`config.mk`:
```
export PLATFORM = sky130hd
export DESIGN_NAME = addr_reg_bank_flat
export DESIGN_NICKNAME = d
export VERILOG_FILES = /design/src/rtl/addr_reg_bank_if.sv /design/src/rtl/addr_reg_bank.sv /design/src/flat_wrapper.sv
export SDC_FILE = /design/constraint.sdc
export NUM_CORES = 1
export LEC_CHECK = 0
export CORE_MARGIN = 3
export CORE_UTILIZATION = 40
export DETAILED_ROUTE_END_ITERATION = 10
export PLACE_DENSITY = 0.87
export SETUP_SLACK_MARGIN = 0.3
export SYNTH_ARGS = -nofsm -noshare
export SYNTH_HDL_FRONTEND = slang
export SYNTH_SLANG_ARGS = --single-unit
```
`constraint.sdc`:
```
create_clock -name clk -period 2.05 [get_ports clk]
set_clock_uncertainty 0.15 [all_clocks]
set_input_delay 0.3075 -clock clk [delete_from_list [all_inputs] [get_ports clk]]
set_output_delay 0.3075 -clock clk [all_outputs]
set_load 0.05 [all_outputs]
```
`src/rtl/addr_reg_bank_if.sv`:
```
// rtl/addr_reg_bank_if.sv - control/status bundle for the per-core address register bank
//
// Signals (flat, channel i occupies slice i of each bus):
//   clr_en     [N_CORES]           per-channel clear
//   write_en   [N_CORES]           per-channel load from own datain slice
//   inc_en     [N_CORES]           per-channel increment by own stride
//   bcast_en                       load datain slice 0 into every channel
//   datain     [N_CORES*DATA_W]    load buses
//   stride     [N_CORES*STRIDE_W]  increment amounts
//   dataout    [N_CORES*ADDR_W]    registered addresses
//   bound_flag [N_CORES]           sticky limit-crossing flags
//   any_bound                      registered OR of bound_flag
// master = control unit side, slave = register bank side.
interface addr_reg_bank_if #(
  parameter int N_CORES  = 4,
  parameter int DATA_W   = 17,
  parameter int ADDR_W   = 12,
  parameter int STRIDE_W = 4
);
  logic [N_CORES-1:0]          clr_en;
  logic [N_CORES-1:0]          write_en;
  logic [N_CORES-1:0]          inc_en;
  logic                        bcast_en;
  logic [N_CORES*DATA_W-1:0]   datain;
  logic [N_CORES*STRIDE_W-1:0] stride;
  logic [N_CORES*ADDR_W-1:0]   dataout;
  logic [N_CORES-1:0]          bound_flag;
  logic                        any_bound;

  modport master (
    output clr_en, write_en, inc_en, bcast_en, datain, stride,
    input  dataout, bound_flag, any_bound
  );

  modport slave (
    input  clr_en, write_en, inc_en, bcast_en, datain, stride,
    output dataout, bound_flag, any_bound
  );
endinterface

```
`src/rtl/addr_reg_bank.sv`:
```
// rtl/addr_reg_bank.sv - N_CORES independent address registers with stride, wrap/saturate and sticky bound flags
//
// Ports:
//   clk    system clock, all updates on the rising edge
//   rst_n  synchronous active-low reset
//   bus    addr_reg_bank_if.slave (enables, load/stride buses in; addresses and flags out)
// Per-channel priority: rst_n, clr_en, bcast_en, write_en, inc_en.
// STRIDE_W must not exceed ADDR_W.
module addr_reg_bank #(
  parameter int N_CORES    = 4,
  parameter int DATA_W     = 17,
  parameter int ADDR_W     = 12,
  parameter int ADDR_LIMIT = 4095,
  parameter int STRIDE_W   = 4,
  parameter int WRAP_MODE  = 1
) (
  input logic            clk,
  input logic            rst_n,
  addr_reg_bank_if.slave bus
);

  // Limit and wrap span held one bit wider than the address so the sum compares exactly.
  localparam logic [ADDR_W:0]   LIMIT_X = (ADDR_W+1)'(ADDR_LIMIT);
  localparam logic [ADDR_W:0]   SPAN_X  = (ADDR_W+1)'(ADDR_LIMIT + 1);
  localparam logic [ADDR_W-1:0] LIMIT_A = ADDR_W'(ADDR_LIMIT);

  logic [ADDR_W-1:0]   addr_q   [N_CORES];
  logic [ADDR_W-1:0]   addr_d   [N_CORES];
  logic [ADDR_W:0]     sum_w    [N_CORES];
  logic [ADDR_W-1:0]   wrap_w   [N_CORES];
  logic [STRIDE_W-1:0] stride_w [N_CORES];
  logic [N_CORES-1:0]  flag_q;
  logic [N_CORES-1:0]  flag_d;
  logic                any_q;
  logic [N_CORES*ADDR_W-1:0] dataout_flat;

  // Only the low ADDR_W bits of each load slice are architectural.
  logic [N_CORES*DATA_W-1:0] unused_datain;
  assign unused_datain = bus.datain;

  always_comb begin
    for (int i = 0; i < N_CORES; i++) begin
      stride_w[i] = bus.stride[i*STRIDE_W +: STRIDE_W];
      sum_w[i]    = {1'b0, addr_q[i]} + {{(ADDR_W+1-STRIDE_W){1'b0}}, stride_w[i]};
      wrap_w[i]   = ADDR_W'(sum_w[i] - SPAN_X);
    end
  end

  always_comb begin
    for (int i = 0; i < N_CORES; i++) begin
      addr_d[i] = addr_q[i];
      flag_d[i] = flag_q[i];
      if (bus.clr_en[i]) begin
        addr_d[i] = '0;
        flag_d[i] = 1'b0;
      end else if (bus.bcast_en) begin
        addr_d[i] = bus.datain[ADDR_W-1:0];
        flag_d[i] = 1'b0;
      end else if (bus.write_en[i]) begin
        addr_d[i] = bus.datain[i*DATA_W +: ADDR_W];
        flag_d[i] = 1'b0;
      end else if (bus.inc_en[i] && (stride_w[i] != '0)) begin
        // Zero stride is a pure hold, even if a loaded value already sits above the limit.
        if (sum_w[i] <= LIMIT_X) begin
          addr_d[i] = sum_w[i][ADDR_W-1:0];
        end else begin
          flag_d[i] = 1'b1;
          addr_d[i] = (WRAP_MODE != 0) ? wrap_w[i] : LIMIT_A;
        end
      end
    end
  end

  always_ff @(posedge clk) begin
    if (!rst_n) begin
      for (int i = 0; i < N_CORES; i++) begin
        addr_q[i] <= '0;
      end
      flag_q <= '0;
      any_q  <= 1'b0;
    end else begin
      for (int i = 0; i < N_CORES; i++) begin
        addr_q[i] <= addr_d[i];
      end
      flag_q <= flag_d;
      // Built from the registered flags, so it trails bound_flag by one cycle.
      any_q  <= |flag_q;
    end
  end

  always_comb begin
    dataout_flat = '0;
    for (int i = 0; i < N_CORES; i++) begin
      dataout_flat[i*ADDR_W +: ADDR_W] = addr_q[i];
    end
  end

  assign bus.dataout    = dataout_flat;
  assign bus.bound_flag = flag_q;
  assign bus.any_bound  = any_q;

endmodule
```
`src/flat_wrapper.sv`:
```
// flat-port wrapper written by rule: the top's interface ports become plain ports
module addr_reg_bank_flat 
#(
  parameter int N_CORES    = 4,
  parameter int DATA_W     = 17,
  parameter int ADDR_W     = 12,
  parameter int ADDR_LIMIT = 4095,
  parameter int STRIDE_W   = 4,
  parameter int WRAP_MODE  = 1
)
  (clk, rst_n, bus_clr_en, bus_write_en, bus_inc_en, bus_bcast_en, bus_datain, bus_stride, bus_dataout, bus_bound_flag, bus_any_bound);
  addr_reg_bank_if #(.N_CORES(N_CORES), .DATA_W(DATA_W), .ADDR_W(ADDR_W), .STRIDE_W(STRIDE_W)) bus_i ();
  input logic clk;
  input logic rst_n;
  input wire logic [$bits(bus_i.clr_en)-1:0] bus_clr_en;
  input wire logic [$bits(bus_i.write_en)-1:0] bus_write_en;
  input wire logic [$bits(bus_i.inc_en)-1:0] bus_inc_en;
  input wire logic [$bits(bus_i.bcast_en)-1:0] bus_bcast_en;
  input wire logic [$bits(bus_i.datain)-1:0] bus_datain;
  input wire logic [$bits(bus_i.stride)-1:0] bus_stride;
  output wire logic [$bits(bus_i.dataout)-1:0] bus_dataout;
  output wire logic [$bits(bus_i.bound_flag)-1:0] bus_bound_flag;
  output wire logic [$bits(bus_i.any_bound)-1:0] bus_any_bound;
  assign bus_i.clr_en = bus_clr_en;
  assign bus_i.write_en = bus_write_en;
  assign bus_i.inc_en = bus_inc_en;
  assign bus_i.bcast_en = bus_bcast_en;
  assign bus_i.datain = bus_datain;
  assign bus_i.stride = bus_stride;
  assign bus_dataout = bus_i.dataout;
  assign bus_bound_flag = bus_i.bound_flag;
  assign bus_any_bound = bus_i.any_bound;
  addr_reg_bank #(.N_CORES(N_CORES), .DATA_W(DATA_W), .ADDR_W(ADDR_W), .ADDR_LIMIT(ADDR_LIMIT), .STRIDE_W(STRIDE_W), .WRAP_MODE(WRAP_MODE)) u_core (.clk(clk), .rst_n(rst_n), .bus(bus_i));
endmodule
```
==> reports/qor.txt <==
Vias in the first global route -> 4901
Violated checks -> negative setup slack
R2r startpoint -> u_core.addr_q[0][36]
Worst-Margin Slew -> 547 ps
Cell Rows -> 34
Vias/cell -> 6.34
Die W -> 103 um
CP Capture Type -> flop
Async SR Flop Fraction -> 0%
CP top delay family -> compound AO/OA/AOI/OAI gates
DRC viols -> 0
Register area share after synthesis -> 28.1%
Layout Nets -> 811
Detailed Place HPWL -> 11700 um
Worst-path clk slew -> 110 ps
Final core occ -> 76.5%
Core ar. -> 8930 um2
DIE HEIGHT -> 103 um
Peak supply drop -> 0.000301 V
Top-count cell post-synth -> a21oi_1
Area growth syn-to-layout -> 81.2%
Highest clock rate -> 476 MHz
Worst Hold Endpoint -> u_core.addr_q[0][37]
Worst setup path startpoint -> u_core.addr_q[0][36]
Final Setup Violations -> 1
Max Slew Vio Count -> 0
Post-synth design cell area -> 3770 um2
Average size of a mapped cell -> 8.15 um2
Top cells by count, synth -> a21oi_1, dfxtp_1, nand2_1, o21ai_0, nor2_1
Final Non-Filler Cells -> 801
Share of layout cells above drive strength 1 -> 41.7%
Clock Latency Late Sink -> 320 ps
Largest net degree at the start of global routing -> 19
Drt total wl -> 17700 um
Clock Tree Root -> clkbuf_8
WP buf/inv -> 2
Type of origin of the critical path -> flop
Netlist cell types -> 69
Design area -> 6840 um2
Post-synthesis register bit count -> 53
RSZ-0062 raised after global routing -> yes
Gp weighted congestion -> 0.945
Clock sink count -> 53
Pwr Density -> 478 nW/um2
Cell Chain, Critical Path -> ha_4, fa_2, a21o_1, a21oi_2, buf_4, buf_6, nor3b_2, o221ai_1, a21oi_1
Fin crit share -> 102%
Post-route setup slack -> -51.2 ps
Reg2Reg Setup Slack -> -50 ps
Max-cap violation count -> 0
Port buffer count -> 131
Synth top area share -> 28.1%
Worst Hold Path Cells -> 2
Synth Net Count -> 582
CTS H-Tree Depth -> 2
Min-Delay Startpoint -> u_core.addr_q[0][37]
Hold Crit Class -> flop to flop
Max stage delay on crit path -> 370 ps
CTS buffer count -> 5
DRT iter0 DRCs -> 336
Drt first pass iters -> 5
Fillers -> 608
Overall power consumption -> 3.27 mW
Run status -> finished with violations
Worst Path Required -> 2100 ps
Slowest cell on crit path -> dfxtp_4
First-pass GRT wire length -> 24200 um
Diodes inserted -> 0
Reg2Reg Depth -> 9
Gate Count Post-Synth -> 463
Reg-to-Reg End -> u_core.addr_q[0][46]
Vias -> 5079
Gr ovfl total -> 0
Tot GR Track Use -> 29.1%
Leak Pwr -> 2.80 nW
Per-cell routed wire length -> 22.1 um
Routed Antenna Nets -> 0
Place WS -> -494 ps
Post-CTS Hold Buffers -> 0
Die area -> 10600 um2
Worst Hold Slack -> 369 ps
Starting density of the core -> 42.2%
Clock Tree Buf Depth -> 2
Number of synthesized flops with an enable pin -> 0
TritonCTS clock tree -> built
Slew margin rel. -> 63.7%
Yosys top cell by area -> dfxtp_1
Period minus WS final -> 2100 ps
Most common flop cell mapped by yosys -> dfxtp_1
Fin Setup TNS -> -51.2 ps
Final Hold Fails -> 0
Num ports -> 152
Placed Instances -> 769
CP arrival -> 2150 ps
Crit-path max FO -> 3
Synth warn -> 0
Crit Path Class -> flop to flop
Initial antenna violation count -> 0
Synth top area cells -> dfxtp_1, a21oi_1, o21ai_0
Placed instance area -> 6010 um2
## worst register-to-register path, cell delays in order (launching register included)
cell	delay, ps
dfxtp_4	370
ha_4	160
fa_2	360
a21o_1	190
a21oi_2	190
buf_4	140
buf_6	90
nor3b_2	40
o221ai_1	170
a21oi_1	110
## report_power, final
| part | internal [mW] | switching [mW] | leakage [nW] |
|---|---|---|---|
| Sequential | 1.07 | 0.0628 | 0.451 |
| Clock | 0.486 | 0.392 | 0.0681 |
| Combinational | 0.592 | 0.667 | 2.28 |
| Total | 2.14 | 1.12 | 2.80 |
## placed cells by master, fill, tap and decap left out, types with 5 or more instances in the layout
cell,Yosys,routed
a31oi_1,5,5
nor3_1,9,7
nand2_1,48,42
buf_6,1,22
o21ai_2,0,5
mux2i_1,10,10
a22oi_1,13,13
nor2_2,3,5
xnor2_1,10,6
dlygate4sd2_1,0,40
dfxtp_2,0,17
o211ai_1,5,5
a211oi_2,0,5
nand3_1,17,14
nand2b_1,9,8
o21ai_1,3,17
clkbuf_2,0,8
clkdlybuf4s15_1,0,6
a21oi_1,55,38
a21o_1,9,9
dfxtp_4,0,15
clkbuf_8,0,5
dfxtp_1,53,21
a21oi_2,1,16
ha_4,0,16
clkdlybuf4s50_1,0,59
a211oi_1,14,6
nand4_1,5,5
and3_1,6,5
nor2_1,21,15
buf_4,5,99
o21ai_0,45,24
nand2_2,1,6
## logic make-up (layout without fill, tap and decap cells)
logic type | Yosys count | count (layout) | share of synthesized area [%]
adders and majority gates | 20 | 20 | 7.43
xor gates and xnor gates | 14 | 14 | 3.25
and+or+nand+nor | 149 | 149 | 20.1
buffers and inverters | 21 | 251 | 2.95
DFF | 53 | 53 | 28.1
AOI/OAI and AO/OA | 196 | 196 | 35.5
muxes | 10 | 10 | 2.65
## state kept, by name, summed over array words and instances (netlist names)
signal / count
u_core.addr_q: 48
u_core.bus.any_bound: 1
u_core.bus.bound_flag: 4
## how the worst max path moves through the flow
stage                                       to  slack [ps]  cells after the start
after floorplan           u_core.addr_q[0][44]          50                      7
after global placement    u_core.addr_q[0][42]        -380                      9
after detailed placement  u_core.addr_q[0][43]        -490                      6
after CTS                 u_core.addr_q[0][44]          30                      7
after global routing      u_core.addr_q[0][46]         -80                      9
final                     u_core.addr_q[0][46]         -50                      9
## layer usage
| layer | GRT usage [%] | wire length, um |
|---|---|---|
| met5 | 0 | 0 |
| met4 | 9.06 | 654 |
| met3 | 5.55 | 1750 |
| met2 | 52.1 | 8780 |
| met1 | 35.1 | 6490 |
## layout make-up
cell class	instances	area (um2)	share of cell area [%]
Timing Repair Buffer	239	2120	31.0
Sequential cell	53	1140	16.7
Clock buffer	5	68.8	1.01
Multi-Input combinational cell	389	3290	48.2
Clock inverter	3	65.1	0.952
Tap cell	108	135	1.98
Inverter	4	15.0	0.220
## timing repair
action                     CTS  global route
gates resized for setup    109           105
buffers inserted            15             8
cloned                       1             0
pin swaps                   53            72
setup endpoints to repair   90            60
Note: power is estimated with default switching activity, not from simulation.
